### config.mk
export PLATFORM = sky130hd
export DESIGN_NAME = rgb_fade_sequencer_flat
export DESIGN_NICKNAME = d
export VERILOG_FILES = /design/src/rtl/rgb_fade_sequencer_if.sv /design/src/rtl/rgb_fade_sequencer.sv /design/src/flat_wrapper.sv
export SDC_FILE = /design/constraint.sdc
export NUM_CORES = 1
export LEC_CHECK = 0
export ABC_CLOCK_PERIOD_IN_PS = 25300
export CAP_MARGIN = 20
export CORE_MARGIN = 5
export CORE_UTILIZATION = 35
export CTS_CLUSTER_SIZE = 8
export DETAILED_ROUTE_END_ITERATION = 6
export HOLD_SLACK_MARGIN = 0.15
export PLACE_DENSITY_LB_ADDON = 0.1
export SYNTH_ARGS = -nofsm -noshare
export SYNTH_HDL_FRONTEND = slang
export SYNTH_SLANG_ARGS = --single-unit
### constraint.sdc
create_clock -name clk_div -period 25.3 [get_ports clk_div]
set_clock_uncertainty 0.1 [all_clocks]
set_input_delay 2.53 -clock clk_div [delete_from_list [all_inputs] [get_ports clk_div]]
set_output_delay 2.53 -clock clk_div [all_outputs]
set_load 0.01 [all_outputs]
### src/rtl/rgb_fade_sequencer_if.sv
// ---------------------------------------------------------------------------
// rgb_fade_sequencer_if
// Bundles the control inputs and colour outputs of rgb_fade_sequencer.
//   en          : 1 = run, 0 = freeze every register and hold the outputs
//   mode        : 00 fade-cycle, 01 step-cycle, 10 freeze, 11 blank
//   R/G/B_time_out : per-channel duty words (DW bits) for the PWM generators
//   color_idx   : current palette index ("from" colour while fading)
//   fading      : high while a cross-fade is in progress
//   wrap_pulse  : one-cycle pulse after the palette index wraps to 0
// Modports: master = controller side, slave = sequencer side.
// ---------------------------------------------------------------------------
interface rgb_fade_sequencer_if #(
   parameter int DW = 8
);
   logic          en;
   logic [1:0]    mode;
   logic [DW-1:0] R_time_out;
   logic [DW-1:0] G_time_out;
   logic [DW-1:0] B_time_out;
   logic [2:0]    color_idx;
   logic          fading;
   logic          wrap_pulse;

   modport master (
      output en, mode,
      input  R_time_out, G_time_out, B_time_out, color_idx, fading, wrap_pulse
   );

   modport slave (
      input  en, mode,
      output R_time_out, G_time_out, B_time_out, color_idx, fading, wrap_pulse
   );
endinterface

### src/rtl/rgb_fade_sequencer.sv
// ---------------------------------------------------------------------------
// rgb_fade_sequencer
// Steps through the first NUM_COLORS entries of a fixed 8-colour palette on
// the divided clock, either hard-switching (step-cycle) or linearly
// cross-fading (fade-cycle) between neighbouring colours, and drives one
// duty word per channel for the downstream PWM generators.
// Ports:
//   clk_div : sequencer clock
//   rst     : asynchronous, active-high reset (outputs go to black at once)
//   bus     : rgb_fade_sequencer_if.slave (en, mode in; duty words, index,
//             fading and wrap_pulse out)
// Duty words are a combinational function of the state registers.
// ---------------------------------------------------------------------------
module rgb_fade_sequencer #(
   parameter int DW         = 8,
   parameter int NUM_COLORS = 8,
   parameter int FADE_STEPS = 16,
   parameter int HOLD_TICKS = 32
) (
   input logic                 clk_div,
   input logic                 rst,
   rgb_fade_sequencer_if.slave bus
);

   typedef enum logic [1:0] {
      BLANK = 2'd0,
      HOLD  = 2'd1,
      FADE  = 2'd2
   } state_t;

   localparam logic [2:0]           LAST_IDX = 3'(NUM_COLORS - 1);
   localparam logic [8:0]           STEP_END = 9'(FADE_STEPS);
   localparam logic [15:0]          HOLD_END = 16'(HOLD_TICKS - 1);
   localparam logic signed [DW+9:0] STEPS_S  = (DW+10)'(FADE_STEPS);

   state_t      state, state_nx;
   logic [2:0]  idx, idx_nx, nxt_idx;
   logic [8:0]  step, step_nx;
   logic [15:0] hold_cnt, hold_nx;
   logic        wrap_q, wrap_nx;
   logic        advance;
   logic [23:0] from_rgb, to_rgb;
   logic [DW-1:0] r_out, g_out, b_out;

   // 8-bit palette as {R,G,B}
   function automatic logic [23:0] pal8(input logic [2:0] i);
      case (i)
         3'd0:    pal8 = {8'd255, 8'd0,   8'd0  };
         3'd1:    pal8 = {8'd255, 8'd97,  8'd0  };
         3'd2:    pal8 = {8'd255, 8'd255, 8'd0  };
         3'd3:    pal8 = {8'd0,   8'd255, 8'd0  };
         3'd4:    pal8 = {8'd0,   8'd0,   8'd255};
         3'd5:    pal8 = {8'd8,   8'd46,  8'd84 };
         3'd6:    pal8 = {8'd160, 8'd32,  8'd240};
         default: pal8 = {8'd255, 8'd255, 8'd255};
      endcase
   endfunction

   // Scale an 8-bit palette channel up to the duty word width
   function automatic logic [DW-1:0] widen(input logic [7:0] c);
      widen = DW'(c) << (DW - 8);
   endfunction

   // from + (to-from)*stp/FADE_STEPS; signed divide truncates toward zero so
   // falling channels approach the target symmetrically with rising ones
   function automatic logic [DW-1:0] lerp(input logic [DW-1:0] from,
                                          input logic [DW-1:0] to,
                                          input logic [8:0]    stp);
      logic signed [DW+9:0] f, t, prod, q;
      f    = $signed({10'd0, from});
      t    = $signed({10'd0, to});
      prod = (t - f) * $signed({{(DW+1){1'b0}}, stp});
      q    = prod / STEPS_S;
      lerp = DW'(f + q);
   endfunction

   assign nxt_idx = (idx == LAST_IDX) ? 3'd0 : idx + 3'd1;

   always_comb begin
      state_nx = state;
      idx_nx   = idx;
      step_nx  = step;
      hold_nx  = hold_cnt;
      wrap_nx  = 1'b0;
      advance  = 1'b0;
      if (bus.mode == 2'b11) begin
         state_nx = BLANK;
         idx_nx   = 3'd0;
         step_nx  = 9'd0;
         hold_nx  = 16'd0;
      end else begin
         case (state)
            BLANK: begin
               state_nx = HOLD;
               idx_nx   = 3'd0;
               step_nx  = 9'd0;
               hold_nx  = 16'd0;
            end
            HOLD: begin
               if (hold_cnt == HOLD_END) begin
                  case (bus.mode)
                     2'b00: begin
                        state_nx = FADE;
                        step_nx  = 9'd1;
                        hold_nx  = 16'd0;
                     end
                     2'b01:   advance = 1'b1;
                     default: ;  // freeze: counter stays saturated
                  endcase
               end else begin
                  hold_nx = hold_cnt + 16'd1;
               end
            end
            FADE: begin
               case (bus.mode)
                  2'b00: begin
                     if (step == STEP_END) advance = 1'b1;
                     else                  step_nx = step + 9'd1;
                  end
                  2'b01:   advance = 1'b1;  // abort straight to next colour
                  default: ;                // freeze on the intermediate step
               endcase
            end
            default: state_nx = BLANK;
         endcase
      end
      if (advance) begin
         state_nx = HOLD;
         idx_nx   = nxt_idx;
         step_nx  = 9'd0;
         hold_nx  = 16'd0;
         wrap_nx  = (idx == LAST_IDX);
      end
   end

   always_ff @(posedge clk_div or posedge rst) begin
      if (rst) begin
         state    <= BLANK;
         idx      <= 3'd0;
         step     <= 9'd0;
         hold_cnt <= 16'd0;
         wrap_q   <= 1'b0;
      end else if (bus.en) begin
         state    <= state_nx;
         idx      <= idx_nx;
         step     <= step_nx;
         hold_cnt <= hold_nx;
         wrap_q   <= wrap_nx;
      end else begin
         // paused: state held, but the wrap pulse must not stretch
         wrap_q   <= 1'b0;
      end
   end

   assign from_rgb = pal8(idx);
   assign to_rgb   = pal8(nxt_idx);

   always_comb begin
      r_out = '0;
      g_out = '0;
      b_out = '0;
      case (state)
         HOLD: begin
            r_out = widen(from_rgb[23:16]);
            g_out = widen(from_rgb[15:8]);
            b_out = widen(from_rgb[7:0]);
         end
         FADE: begin
            r_out = lerp(widen(from_rgb[23:16]), widen(to_rgb[23:16]), step);
            g_out = lerp(widen(from_rgb[15:8]),  widen(to_rgb[15:8]),  step);
            b_out = lerp(widen(from_rgb[7:0]),   widen(to_rgb[7:0]),   step);
         end
         default: ;
      endcase
   end

   assign bus.R_time_out = r_out;
   assign bus.G_time_out = g_out;
   assign bus.B_time_out = b_out;
   assign bus.color_idx  = idx;
   assign bus.fading     = (state == FADE);
   assign bus.wrap_pulse = wrap_q;

endmodule

### src/flat_wrapper.sv
// flat-port wrapper written by rule: the top's interface ports become plain ports
module rgb_fade_sequencer_flat 
#(
   parameter int DW         = 8,
   parameter int NUM_COLORS = 8,
   parameter int FADE_STEPS = 16,
   parameter int HOLD_TICKS = 32
)
  (clk_div, rst, bus_en, bus_mode, bus_R_time_out, bus_G_time_out, bus_B_time_out, bus_color_idx, bus_fading, bus_wrap_pulse);
  rgb_fade_sequencer_if #(.DW(DW)) bus_i ();
  input logic clk_div;
  input logic rst;
  input wire logic [$bits(bus_i.en)-1:0] bus_en;
  input wire logic [$bits(bus_i.mode)-1:0] bus_mode;
  output wire logic [$bits(bus_i.R_time_out)-1:0] bus_R_time_out;
  output wire logic [$bits(bus_i.G_time_out)-1:0] bus_G_time_out;
  output wire logic [$bits(bus_i.B_time_out)-1:0] bus_B_time_out;
  output wire logic [$bits(bus_i.color_idx)-1:0] bus_color_idx;
  output wire logic [$bits(bus_i.fading)-1:0] bus_fading;
  output wire logic [$bits(bus_i.wrap_pulse)-1:0] bus_wrap_pulse;
  assign bus_i.en = bus_en;
  assign bus_i.mode = bus_mode;
  assign bus_R_time_out = bus_i.R_time_out;
  assign bus_G_time_out = bus_i.G_time_out;
  assign bus_B_time_out = bus_i.B_time_out;
  assign bus_color_idx = bus_i.color_idx;
  assign bus_fading = bus_i.fading;
  assign bus_wrap_pulse = bus_i.wrap_pulse;
  rgb_fade_sequencer #(.DW(DW), .NUM_COLORS(NUM_COLORS), .FADE_STEPS(FADE_STEPS), .HOLD_TICKS(HOLD_TICKS)) u_core (.clk_div(clk_div), .rst(rst), .bus(bus_i));
endmodule
==> impl_metrics.json <==
{
  "antenna_cells": 0,
  "tightest_slew_ns": 0.923,
  "post_drt_wl_per_cell_um": 16.1,
  "num_vias": 9662,
  "cp_max_fo": 31,
  "critPathMaxStageDelay_ns": 0.76,
  "netlist_area_mm2": 0.0121,
  "die_h_um": 196,
  "boundaryPins": 34,
  "yosysWarnings": 0,
  "cts.sinks": 31,
  "crit_arrival_ns": 11.00,
  "nets": 1815,
  "status": "complete, no violations",
  "max_freq_ghz": 0.0734,
  "ys_ff_latch": 31,
  "syn_inst": 1469,
  "cp_slowest_cell": "a21oi_2",
  "fp-row-count": 68,
  "criticalPathCategory": "reg2out",
  "cts.clk_slew.worst_paths_ns": 0.06,
  "placement.io_buffers": 33,
  "hp-class": "reg2reg",
  "cts_max_level": 2,
  "place_hpwl_um": 24600,
  "avgSynthCellArea_um2": 8.23,
  "cts_setup_buffers": 0,
  "cts_resized": 0,
  "core-area_mm2": 0.0343,
  "cts_hold_buf": 0,
  "grt.total_usage_pct": 16.5,
  "die_w_um": 196,
  "totalWireLength_um": 30900,
  "drive_gt1_share_pct": 4.03,
  "rsz0062_at_grt": "false",
  "synth.yosys.seq_area_share_pct": 6.42,
  "ir_worst_vdd_mv": 0.0279,
  "synth_edf_count": 0,
  "vias_per_cell": 5.03,
  "antenna_found_initial": 1,
  "period_share_pct": 53.9,
  "synth_top_area_share_pct": 26.0,
  "critical_path.most_common_cell": "fa_1",
  "slew_headroom_pct": 36.7,
  "maxCapViolations": 0,
  "synth.most_common_cell": "inv_1",
  "clock_tree.root_cell": "clkbuf_16",
  "min_period_ns": 13.63,
  "dr.pass1.iters": 5,
  "yosysTopAreaCell": "fa_1",
  "initial_core_util_pct": 35.3,
  "grt_pass1_wl_um": 52900,
  "die-area_mm2": 0.0384,
  "drv_slew": 0,
  "gr-total-overflow": 0,
  "area_growth_pct": 7.83,
  "grt_pass1_vias": 10200,
  "cts_tree": "yes",
  "gp_congestion": 0.812,
  "crit_family": "adder cells",
  "grt_max_degree": 35,
  "drt_iter0_markers": 400,
  "synth_cell_types": 76,
  "hold_viol_final": 0,
  "clkLatencyLatePin_ns": 0.28,
  "p_leak_nw": 6.75,
  "ys_async_sr_fraction_pct": 100,
  "end_kind": "output pin",
  "cts_max_path_buffers": 2,
  "setup_viol": 0,
  "synthFlopType": "dfrtp_1",
  "synth_area_leaders": "fa_1 26%, ha_1 20%, inv_1 8.2%, dfrtp_1 6.4%, nand2_1 4.6%",
  "setup_slack_ns": 11.67,
  "worstPathRequired_ns": 22.67,
  "startpoint_type": "register",
  "postRouteAntennaNets": 0,
  "dp_slack_ns": 12.02,
  "synth_commonest_cells": "264 x inv_1, 190 x ha_1, 157 x fa_1, 149 x nand2_1, 87 x nor2_1",
  "power_per_cell_area_mw_per_mm2": 23.2,
  "numCtsBuffers": 5,
  "syn-num-nets": 1821,
  "drc": 0,
  "setup_tns_ns": 0,
  "worst-path-buf-inv": 6
}
## final cells by class
type	count	area, um^2
inverter	266	998
tap	455	569
timing repair buffer	54	488
clock buffer	6	139
multi-input combinational	1105	10000
sequential	31	776
clock inverter	2	35.0
fill	3583	21200
## worst paths after layout
kind,endpoint,start,slack [ns],cells after the start
max,bus_B_time_out[6],u_core.bus.color_idx[0]$_DFFE_PP0P_,11.67,36
min,u_core.hold_cnt[15]$_DFFE_PP0P_,u_core.hold_cnt[15]$_DFFE_PP0P_,0.39,1
max reg2reg,u_core.step[6]$_DFFE_PP0P_,u_core.step[1]$_DFFE_PP0P_,21.25,9
min reg2reg,u_core.hold_cnt[15]$_DFFE_PP0P_,u_core.hold_cnt[15]$_DFFE_PP0P_,0.39,1
max in group asynchronous,u_core.state[1]$_DFFE_PP0P_,rst,22.23,3
min in group asynchronous,u_core.bus.wrap_pulse$_DFF_PP0_,rst,2.29,2
## flip-flops by register name (all words and copies together) (netlist names)
name                   count
u_core.bus.color_idx       3
u_core.bus.wrap_pulse      1
u_core.hold_cnt           16
u_core.state               2
u_core.step                9
## cells in the final DEF, fill, tap and decap left out, types with 5 or more instances in the layout
cell type        instances
clkbuf_16                5
a21o_1                  10
a21oi_1                 28
and2_1                  75
nand3_1                 41
nor4_1                   5
clkdlybuf4s50_1         33
or2_2                   10
inv_1                  264
xor2_1                  12
a22o_1                   5
nand2b_1                26
nor2b_1                 31
fa_1                   157
dfrtp_1                 31
o21ai_0                 63
a311oi_1                 6
nor2_1                  87
nand2_1                149
o31ai_1                 18
nor3_1                  13
xnor2_1                 34
o21bai_1                 7
o22ai_1                  6
a31oi_1                  9
and3_1                  11
o21a_1                   9
ha_1                   190
o41ai_1                  6
a211oi_1                 6
mux2i_1                  7
buf_4                   21
o211ai_1                14
## kinds of logic (layout without fill, tap and decap cells)
group	after synthesis	count (layout)	share of synthesized area, %
AOI/OAI and AO/OA	232	232	13.4
xor gates and xnor gates	50	50	4.03
adders and majority gates	347	347	45.7
buffers and inverters	333	328	10.6
DFF	31	31	6.42
muxes	10	10	0.859
and+or+nand+nor	466	466	19.1
## stage by stage
step	hold WS [ns]	power [mW]	cell area, um^2	std cells	util [%]
after floorplan	0.349	0.169	12100	1469	-
after global placement	0.373	0.234	12900	1911	37.5
after detailed placement	0.382	0.232	12900	1911	37.5
after CTS	0.395	0.306	13000	1919	38.0
after global routing	0.435	0.328	13000	1919	38.0
final	0.391	0.302	13000	1919	38.0
## power breakdown
part | switching [mW] | internal (mW)
logic | 0.112 | 0.0623
registers | 0.00341 | 0.0526
clock network | 0.0230 | 0.0489
total | 0.138 | 0.164
## routing by layer
layer	vias up	part of all wire, %	global-route usage, %
met5	-	0	0
met4	0	1.1	1.86
met3	23	2.0	1.34
met2	122	48	28.5
met1	4760	49	23.5
li1	4757	-	-
Note: power is estimated with default switching activity, not from simulation.
